## config.mk

```make
export PLATFORM = sky130hd
export DESIGN_NAME = skid_register
export DESIGN_NICKNAME = d
export VERILOG_FILES = /design/src/rtl/skid_register.sv
export SDC_FILE = /design/constraint.sdc
export NUM_CORES = 1
export LEC_CHECK = 0
export CAP_MARGIN = 5
export CORE_MARGIN = 3
export CORE_UTILIZATION = 48
export CTS_BUF_LIST = sky130_fd_sc_hd__clkbuf_8
export CTS_CLUSTER_DIAMETER = 150
export CTS_CLUSTER_SIZE = 40
export DETAILED_ROUTE_END_ITERATION = 8
export HOLD_SLACK_MARGIN = 0.02
export MAX_ROUTING_LAYER = met4
export PLACE_DENSITY = 0.82
export REMOVE_ABC_BUFFERS = 1
export SETUP_SLACK_MARGIN = 0.1
export SYNTH_ARGS = -nofsm -noshare
export SYNTH_HDL_FRONTEND = slang
export SYNTH_SLANG_ARGS = --single-unit
export TNS_END_PERCENT = 20
```

## constraint.sdc

```tcl
create_clock -name clk -period 1.9 [get_ports clk]
set_input_delay 0.38 -clock clk [delete_from_list [all_inputs] [get_ports clk]]
set_output_delay 0.38 -clock clk [all_outputs]
set_load 0.005 [all_outputs]
```

## src/rtl/skid_register.sv

```systemverilog
// skid_register: two-entry ready/valid pipeline register (main + skid).
// i_ready, o_valid, o_data and count are decoded from flops only, so no combinational path crosses the block.
`default_nettype none

module skid_register #(
  parameter int N = 8
) (
  input  logic         clk,
  input  logic         rst,
  input  logic         flush,
  input  logic         i_valid,
  output logic         i_ready,
  input  logic [N-1:0] i_data,
  output logic         o_valid,
  input  logic         o_ready,
  output logic [N-1:0] o_data,
  output logic [1:0]   count
);

  // Encoding doubles as the occupancy count.
  typedef enum logic [1:0] {
    EMPTY = 2'd0,
    BUSY  = 2'd1,
    FULL  = 2'd2
  } state_t;

  state_t         state;
  state_t         state_next;
  logic [N-1:0]   main_q;
  logic [N-1:0]   skid_q;
  logic           in_fire;
  logic           out_fire;
  logic           load_main_in;
  logic           load_main_skid;
  logic           load_skid;

  assign i_ready = (state != FULL);
  assign o_valid = (state != EMPTY);
  assign o_data  = main_q;
  assign count   = state;

  assign in_fire  = i_valid & i_ready;
  assign out_fire = o_valid & o_ready;

  always_comb begin
    state_next     = state;
    load_main_in   = 1'b0;
    load_main_skid = 1'b0;
    load_skid      = 1'b0;
    if (flush) begin
      state_next = EMPTY;
    end else begin
      case (state)
        EMPTY: begin
          if (in_fire) begin
            load_main_in = 1'b1;
            state_next   = BUSY;
          end
        end
        BUSY: begin
          if (in_fire && out_fire) begin
            load_main_in = 1'b1;
          end else if (in_fire) begin
            load_skid  = 1'b1;
            state_next = FULL;
          end else if (out_fire) begin
            state_next = EMPTY;
          end
        end
        FULL: begin
          if (out_fire) begin
            load_main_skid = 1'b1;
            state_next     = BUSY;
          end
        end
        default: state_next = EMPTY;
      endcase
    end
  end

  always_ff @(posedge clk or negedge rst) begin
    if (!rst) begin
      state <= EMPTY;
    end else begin
      state <= state_next;
    end
  end

  // Data registers only load on a qualified handshake, so X on i_data while idle never enters.
  always_ff @(posedge clk or negedge rst) begin
    if (!rst) begin
      main_q <= '0;
      skid_q <= '0;
    end else begin
      if (load_main_in) begin
        main_q <= i_data;
      end else if (load_main_skid) begin
        main_q <= skid_q;
      end
      if (load_skid) begin
        skid_q <= i_data;
      end
    end
  end

endmodule

`default_nettype wire

```

==> qor.yml, run 1 <==
critical_path:
  cp_slowest_cell: "clkdlybuf4s50_1"
  rrSetupSlack_ns: 0.21
  r2r-end: "o_data[6]"
  worstPathRequired_ns: 2.03
  startpoint_type: "input pin"
  worst-r2r-cell-count: 5
  critPathBufInv: 2
  endpoint_kind: "flop"
  startpoint: "flush"
  cp.depth: 5
  critical_path_class: "input pin to flop"
  cp_data_arrival_time_ns: 1.83
  crit_path_cell_trace: "clkdlybuf4s50_1 -> and4bb_1 -> buf_4 -> mux2_4 -> mux2_2"
  timing.rr.start: "count[0]"
  cpLargestDelayFamily: "buffers and inverters"
  path_max_fanout: 4
  cpPeakStageDelay_ns: 0.41
routing:
  route.detailed.drc: 0
  initialDrtViolationCount: 4
  wl_per_cell_um: 13.61
  firstDrtPassIters: 4
  antenna_left: 0
  finalWirelength_um: 1619
  vias_per_cell: 4.924
  vias: 586
logic_synthesis:
  syn_area_um2: 877.1
  syn_area_per_cell_um2: 15.12
  synth_fa_ha_area_share_pct: 0
  synth_cell_type_count: 19
  synth_top_cell_by_area: "dfrtp_1"
  synthTopCellsByArea: "dfrtp_1 51%, mux2_2 19%, mux2_4 14%, and4bb_1 1.4%, nor3b_2 1.4%"
  synthCells: 58
  synth_compound_area_share_pct: 3.566
  synth_top_family_by_area: "multiplexers"
  synth-simple-area-share_pct: 7.989
  synth_xor_xnor_area_share_pct: 0
  synth_top_area_share_pct: 51.36
  yosysWarnings: 0
  ys_seq_area_share_pct: 51.36
  ys_seq_elements: 18
  synth_mux_area_share_pct: 35.38
sta:
  drv_slew: 0
  setup_ws_ns: 0.1998
  rsz0062_at_grt: "no"
  slew_headroom_pct: 71.70
  final.min_clock_period_ns: 1.700
  hold_viol_final: 0
  worstMarginPinSlew_ns: 0.4244
  clock.fmax_mhz: 588.2
  fin_skew_ns: 0.002185
  fin_crit_sh_pct: 89.49
  setup_viol: 0
cts:
  clockBufferDepth: 2
  cts_made_buffers: 3
  clkLatencyLatePin_ns: 0.24
  cts_tree: "yes"
  cts_sinks: 18
  clkTransAtPathRegs_ns: 0.07
  cts-htree-levels: 1
  cts-root-buf: "clkbuf_8"
floorplanning:
  pin_count: 25
  die_y_um: 48.75
  initial_utilization_pct: 54.43
  die-area_mm2: 0.002376
  core_area_mm2: 0.001612
  rows: 14
  die_w_um: 48.75
hold_path:
  hp-class: "input pin to asynchronous set/reset pin"
placed_design:
  portBuffers: 24
  place_area_mm2: 0.001189
  place_hpwl_um: 1169
  place.gp.congestion: 0.7311
  place_ws_ns: -0.05250
cells_and_area:
  diodes: 0
  final_area_mm2: 0.001267
  layout-drive-gt1-share_pct: 47.37
  area_growth_pct: 44.51
  fin_nets: 109
power:
  cellPowerDensity_mw_per_mm2: 876.2
  ir_drop_mv: 0.5648
  p_leak_nw: 0.5601
global_routing:
  grt_pass1_wl_um: 2815
  grt_max_degree: 19
  grt_use_total_pct: 15.43
  antenna_found_initial: 0
  overflow: 0
  first_global_vias: 627
flow_run:
  max_cap_violations: 0
run_status:
  status: "finished, final reports clean"
==> area by class of cell <==
class / instances / area (um^2)
multi-input cells: 38 / 411.6
inverters: 1 / 3.754
well taps: 24 / 30.03
flip-flops and latches: 18 / 452.9
fillers: 95 / 344.1
repair buffers: 34 / 314.1
clock buffers: 4 / 55.05
==> layer usage <==
layer / global-route usage (%) / vias up / wire length, um
met5: - / - / 0
met4: 4.265 / 0 / 8
met3: 3.681 / 2 / 83
met2: 23.98 / 14 / 747
met1: 20.20 / 285 / 781
li1: - / 285 / -
==> through the flow <==
stage / util (%) / hold WS, ns / setup TNS [ns] / instances / total power, mW
final: 78.65 / 0.4627 / 0 / 119 / 1.111
after global routing: 78.65 / 0.4804 / 0 / 119 / 1.173
after CTS: 78.65 / 0.4650 / 0 / 119 / 1.125
after detailed placement: 73.76 / 0.4866 / -0.3526 / 112 / 0.8103
after global placement: 73.76 / 0.4851 / -0.09119 / 112 / 0.8040
after floorplan: - / 0.08441 / 0 / 57 / 0.6625
==> power breakdown <==
part / switching (mW) / internal [mW] / total, mW / leakage [nW]
clock: 0.117 / 0.184 / 0.301 / 0.0288
sequential: 0.0447 / 0.470 / 0.515 / 0.216
combinational: 0.0802 / 0.215 / 0.295 / 0.315
total: 0.242 / 0.869 / 1.11 / 0.560
==> cell usage in the layout (no fill, tap or decap) <==
master           instances
inv_1                    1
and4bb_1                 1
nor2_1                   1
a21oi_1                  1
clkdlybuf4s50_1         23
o21ba_2                  1
o21ai_2                  1
clkbuf_8                 4
nand3b_2                 1
or2_2                    1
dfrtp_1                 16
dlygate4sd2_1            1
mux2_1                   1
buf_4                   10
mux2_4                   8
nand3b_1                 1
nand2_1                  2
nor3b_2                  1
a211oi_1                 1
mux2i_1                  1
or3b_2                   1
mux2_2                  15
dfrtp_2                  2
==> cells in the mapped netlist <==
cell type,number
o21ba_2,1
nand3b_1,1
mux2_2,15
nor3b_2,1
nor2_1,1
mux2_4,8
dfrtp_1,18
mux2i_1,1
a21oi_1,1
or3b_2,1
buf_6,1
or2_2,1
o21ai_2,1
inv_1,1
nand3b_2,1
nand2_1,2
a211oi_1,1
and4bb_1,1
mux2_1,1
==> kinds of logic (layout without fill, tap and decap cells) <==
group	after synthesis	count (layout)
compound gates	4	4
mux	25	25
flops	18	18
buf+inv	2	39
simple gates	9	9
==> worst max-delay path by stage <==
stage,end,slack (ns)
finish,o_data[6],0.20
global route,o_data[1],0.15
CTS,o_data[6],0.20
detailed placement,o_data[6],-0.05
global placement,o_data[0],-0.02
floorplan,o_data[0],0.22
==> flip-flops by register name, summed over array words and instances, names as in the netlist <==
name,count
o_data,8
count,2
skid_q,8
==> timing repair <==
item                       in CTS  in global routing
buffers inserted                3                  0
gates resized for setup         3                  0
hold buffers                    0                  0
setup endpoints to repair       1                  0
Note: power is estimated with default switching activity, not from simulation.
==> run 2, diff against run 1 <==
- HOLD_SLACK_MARGIN: 0.02 -> not set
==> results of run 2 <==
Final layout, timing and power as in run 1 (identical DEF).
==> run 3, diff against run 2 <==
- CORE_UTILIZATION: 48 -> 46
- CTS_BUF_LIST: sky130_fd_sc_hd__clkbuf_8 -> sky130_fd_sc_hd__clkbuf_16
- PLACE_DENSITY: 0.82 -> 0.8
- clock period: 1.9 -> 1.6 ns (I/O delays scaled with it)
==> run 3 against run 2 <==
Against the previous run: clock skew up 0.0041 ns; register-to-register slack worse by 0.17 ns; largest power group unchanged; worst setup slack worse by 0.16 ns; worst hold slack worse by 0.065 ns.
==> qor.yml, run 3 (same netlist as run 1, synthesis figures left out) <==
global_routing:
  first_global_vias: 639  # was 627
  grt_max_degree: 19  # unchanged
  antenna_found_initial: 0  # unchanged
  grt_pass1_wl_um: 3063  # was 2815 um
  overflow: 0  # unchanged
  grt_use_total_pct: 17.53  # was 15.43%
critical_path:
  crit_path_cell_trace: "buf_6 -> and4bb_1 -> buf_12 -> mux2_4 -> mux2_4"  # was clkdlybuf4s50_1 -> and4bb_1 -> buf_4 -> mux2_4 -> mux2_2
  endpoint_kind: "flop"  # unchanged
  cpMostUsedCell: "mux2_4"
  cpLargestDelayFamily: "multiplexers"  # was buffers and inverters
  timing.rr.start: "count[1]"  # was count[0]
  startpoint_type: "flop"  # was input pin
  rrSetupSlack_ns: 0.04  # was 0.21 ns
  worst-r2r-cell-count: 5  # unchanged
  cp_slowest_cell: "dfrtp_1"  # was clkdlybuf4s50_1
  path_max_fanout: 8  # was 4
  critPathBufInv: 2  # unchanged
  startpoint: "count[1]"  # was flush
  cpPeakStageDelay_ns: 0.39  # was 0.41 ns
  r2r-end: "o_data[3]"  # was o_data[6]
  worstPathRequired_ns: 1.73  # was 2.03 ns
  critical_path_class: "flop to flop"  # was input pin to flop
  cp_data_arrival_time_ns: 1.69  # was 1.83 ns
routing:
  route.detailed.drc: 0  # unchanged
  wl_per_cell_um: 16.05  # was 13.61 um
  finalWirelength_um: 1958  # was 1619 um
  initialDrtViolationCount: 2  # was 4
  firstDrtPassIters: 2  # was 4
  antenna_left: 0  # unchanged
  vias: 610  # was 586
  vias_per_cell: 5.000  # was 4.924
cts:
  cts_tree: "yes"  # unchanged
  cts_made_buffers: 3  # unchanged
  cts-htree-levels: 1  # unchanged
  clkLatencyLatePin_ns: 0.25  # was 0.24 ns
  cts-root-buf: "clkbuf_16"  # was clkbuf_8
  clockBufferDepth: 2  # unchanged
  cts_sinks: 18  # unchanged
  clkTransAtPathRegs_ns: 0.06  # was 0.07 ns
sta:
  drv_slew: 0  # unchanged
  fin_hold_ws_ns: 0.3976  # was 0.4627 ns
  rsz0062_at_grt: "yes"  # was no
  final.min_clock_period_ns: 1.561
  setup_viol: 0  # unchanged
  slew_headroom_pct: 75.50  # was 71.70%
  clock.fmax_mhz: 640.7
  totalNegativeSetupSlack_ns: 0  # unchanged
  fin_crit_sh_pct: 97.55
  hold_viol_final: 0  # unchanged
  fin_skew_ns: 0.006327  # was 0.002185 ns
  worstMarginPinSlew_ns: 0.3662  # was 0.4244 ns
  setup_ws_ns: 0.03914  # was 0.1998 ns
floorplanning:
  die_y_um: 49.67  # was 48.75 um
  core_area_mm2: 0.001764  # was 0.001612 mm^2
  initial_utilization_pct: 49.72  # was 54.43%
  die_w_um: 49.67  # was 48.75 um
  rows: 15  # was 14
  pin_count: 25  # unchanged
  die-area_mm2: 0.002467  # was 0.002376 mm^2
power:
  p_total_mw: 1.511  # was 1.111 mW
  switching_power_mw: 0.3410  # was 0.2420 mW
  p_sw_share_pct: 22.57  # was 21.79%
  p_seq_share_pct: 40.9  # was 46.3%
  p_leak_nw: 0.6706  # was 0.5601 nW
  ir_drop_mv: 1.257  # was 0.5648 mV
  p_int_mw: 1.170  # was 0.8685 mW
  comb_power_share_pct: 25.7  # was 26.6%
  cellPowerDensity_mw_per_mm2: 1106  # was 876.2 mW/mm^2
  p_clk_share_pct: 33.4  # was 27.1%
cells_and_area:
  diodes: 0  # unchanged
  fin_nets: 111  # was 109
  layout-drive-gt1-share_pct: 49.48  # was 47.37%
  layoutNonFillerInstCount: 122  # was 119
  multi_input_area_um2: 452.9  # was 411.6 um^2
  area_growth_pct: 55.78  # was 44.51%
  final_common_cell: "dfrtp_1"  # was clkdlybuf4s50_1
  fill_cells: 119  # was 95
  regArea_um2: 450.4  # was 452.9 um^2
  layout_common_cells: "18 x dfrtp_1, 17 x clkdlybuf4s50_1, 13 x mux2_4"  # was 23 x clkdlybuf4s50_1, 16 x dfrtp_1, 15 x mux2_2
hold_path:
  hp-class: "input pin to asynchronous set/reset pin"  # unchanged
placed_design:
  place_ws_ns: -0.2980  # was -0.05250 ns
  place_hpwl_um: 1278  # was 1169 um
  portBuffers: 24  # unchanged
  place.gp.congestion: 0.7514  # was 0.7311
  place_inst: 114  # was 112
flow_run:
  max_cap_violations: 0  # unchanged
run_status:
  status: "finished, final reports clean"  # unchanged
run 3: changes by cell type in the layout (fill, tap and decap cells not counted), moves of 3 or more:
cell             change
clkbuf_8             -4
clkdlybuf4s50_1      -6
buf_6                +3
clkbuf_16            +3
mux2_2               -4
mux2_4               +5
dlymetal6s2s_1       +3
run 3: repair_timing:
action,4_1_cts,5_1_grt
setup endpoints to repair,20,15
pin swaps,1,2
buffers inserted,4,0
resized for setup,13,10
hold buffers,0,0
run 3: worst max-delay path by stage:
| stage | slack, ns | end | depth (start not counted) |
|---|---|---|---|
| 6_report | 0.04 | o_data[3] | 5 |
| 5_1_grt | -0.007 | o_data[3] | 5 |
| 4_1_cts | 0.03 | o_data[4] | 5 |
| 3_5_place_dp | -0.30 | o_data[3] | 5 |
| 3_3_place_gp | -0.28 | o_data[6] | 5 |
| 2_1_floorplan | -0.08 | o_data[0] | 3 |
run 3: area by class of cell:
type	count	share of cell area [%]
Tap cell	25	2.289
Multi-Input combinational cell	38	33.15
Sequential cell	18	32.97
Clock inverter	1	0.2747
Inverter	1	0.2747
Clock buffer	3	5.495
Timing Repair Buffer	36	25.55
run 3: through the flow:
step           util (%)  area (um^2)
3_5_place_dp      68.58         1210
5_1_grt           77.45         1366
4_1_cts           76.88         1356
3_3_place_gp      68.58         1210
6_report          77.45         1366
2_1_floorplan         -        865.8
run 3: per-layer routing:
| layer | GRT usage (%) | share of wire, % | up-vias |
|---|---|---|---|
| li1 | - | - | 289 |
| met3 | 6.647 | 4.5 | 4 |
| met4 | 5.991 | 1.9 | 0 |
| met1 | 20.00 | 44 | 301 |
| met5 | - | 0 | - |
| met2 | 28.19 | 50 | 16 |
run 3: power groups by stage:
| stage | combinational (mW) | clock (mW) | sequential [mW] |
|---|---|---|---|
| finish | 0.389 | 0.504 | 0.618 |
| global route | 0.412 | 0.536 | 0.628 |
| CTS | 0.381 | 0.508 | 0.616 |
| detailed placement | 0.354 | 0 | 0.623 |
| global placement | 0.343 | 0 | 0.614 |
| floorplan | 0.172 | 0 | 0.614 |
run 3: worst reg2reg max path, cell delays in order (launching register included):
cell and delay [ns]:
dfrtp_1 0.39, buf_6 0.13, and4bb_1 0.21, buf_12 0.15, mux2_4 0.29, mux2_4 0.27
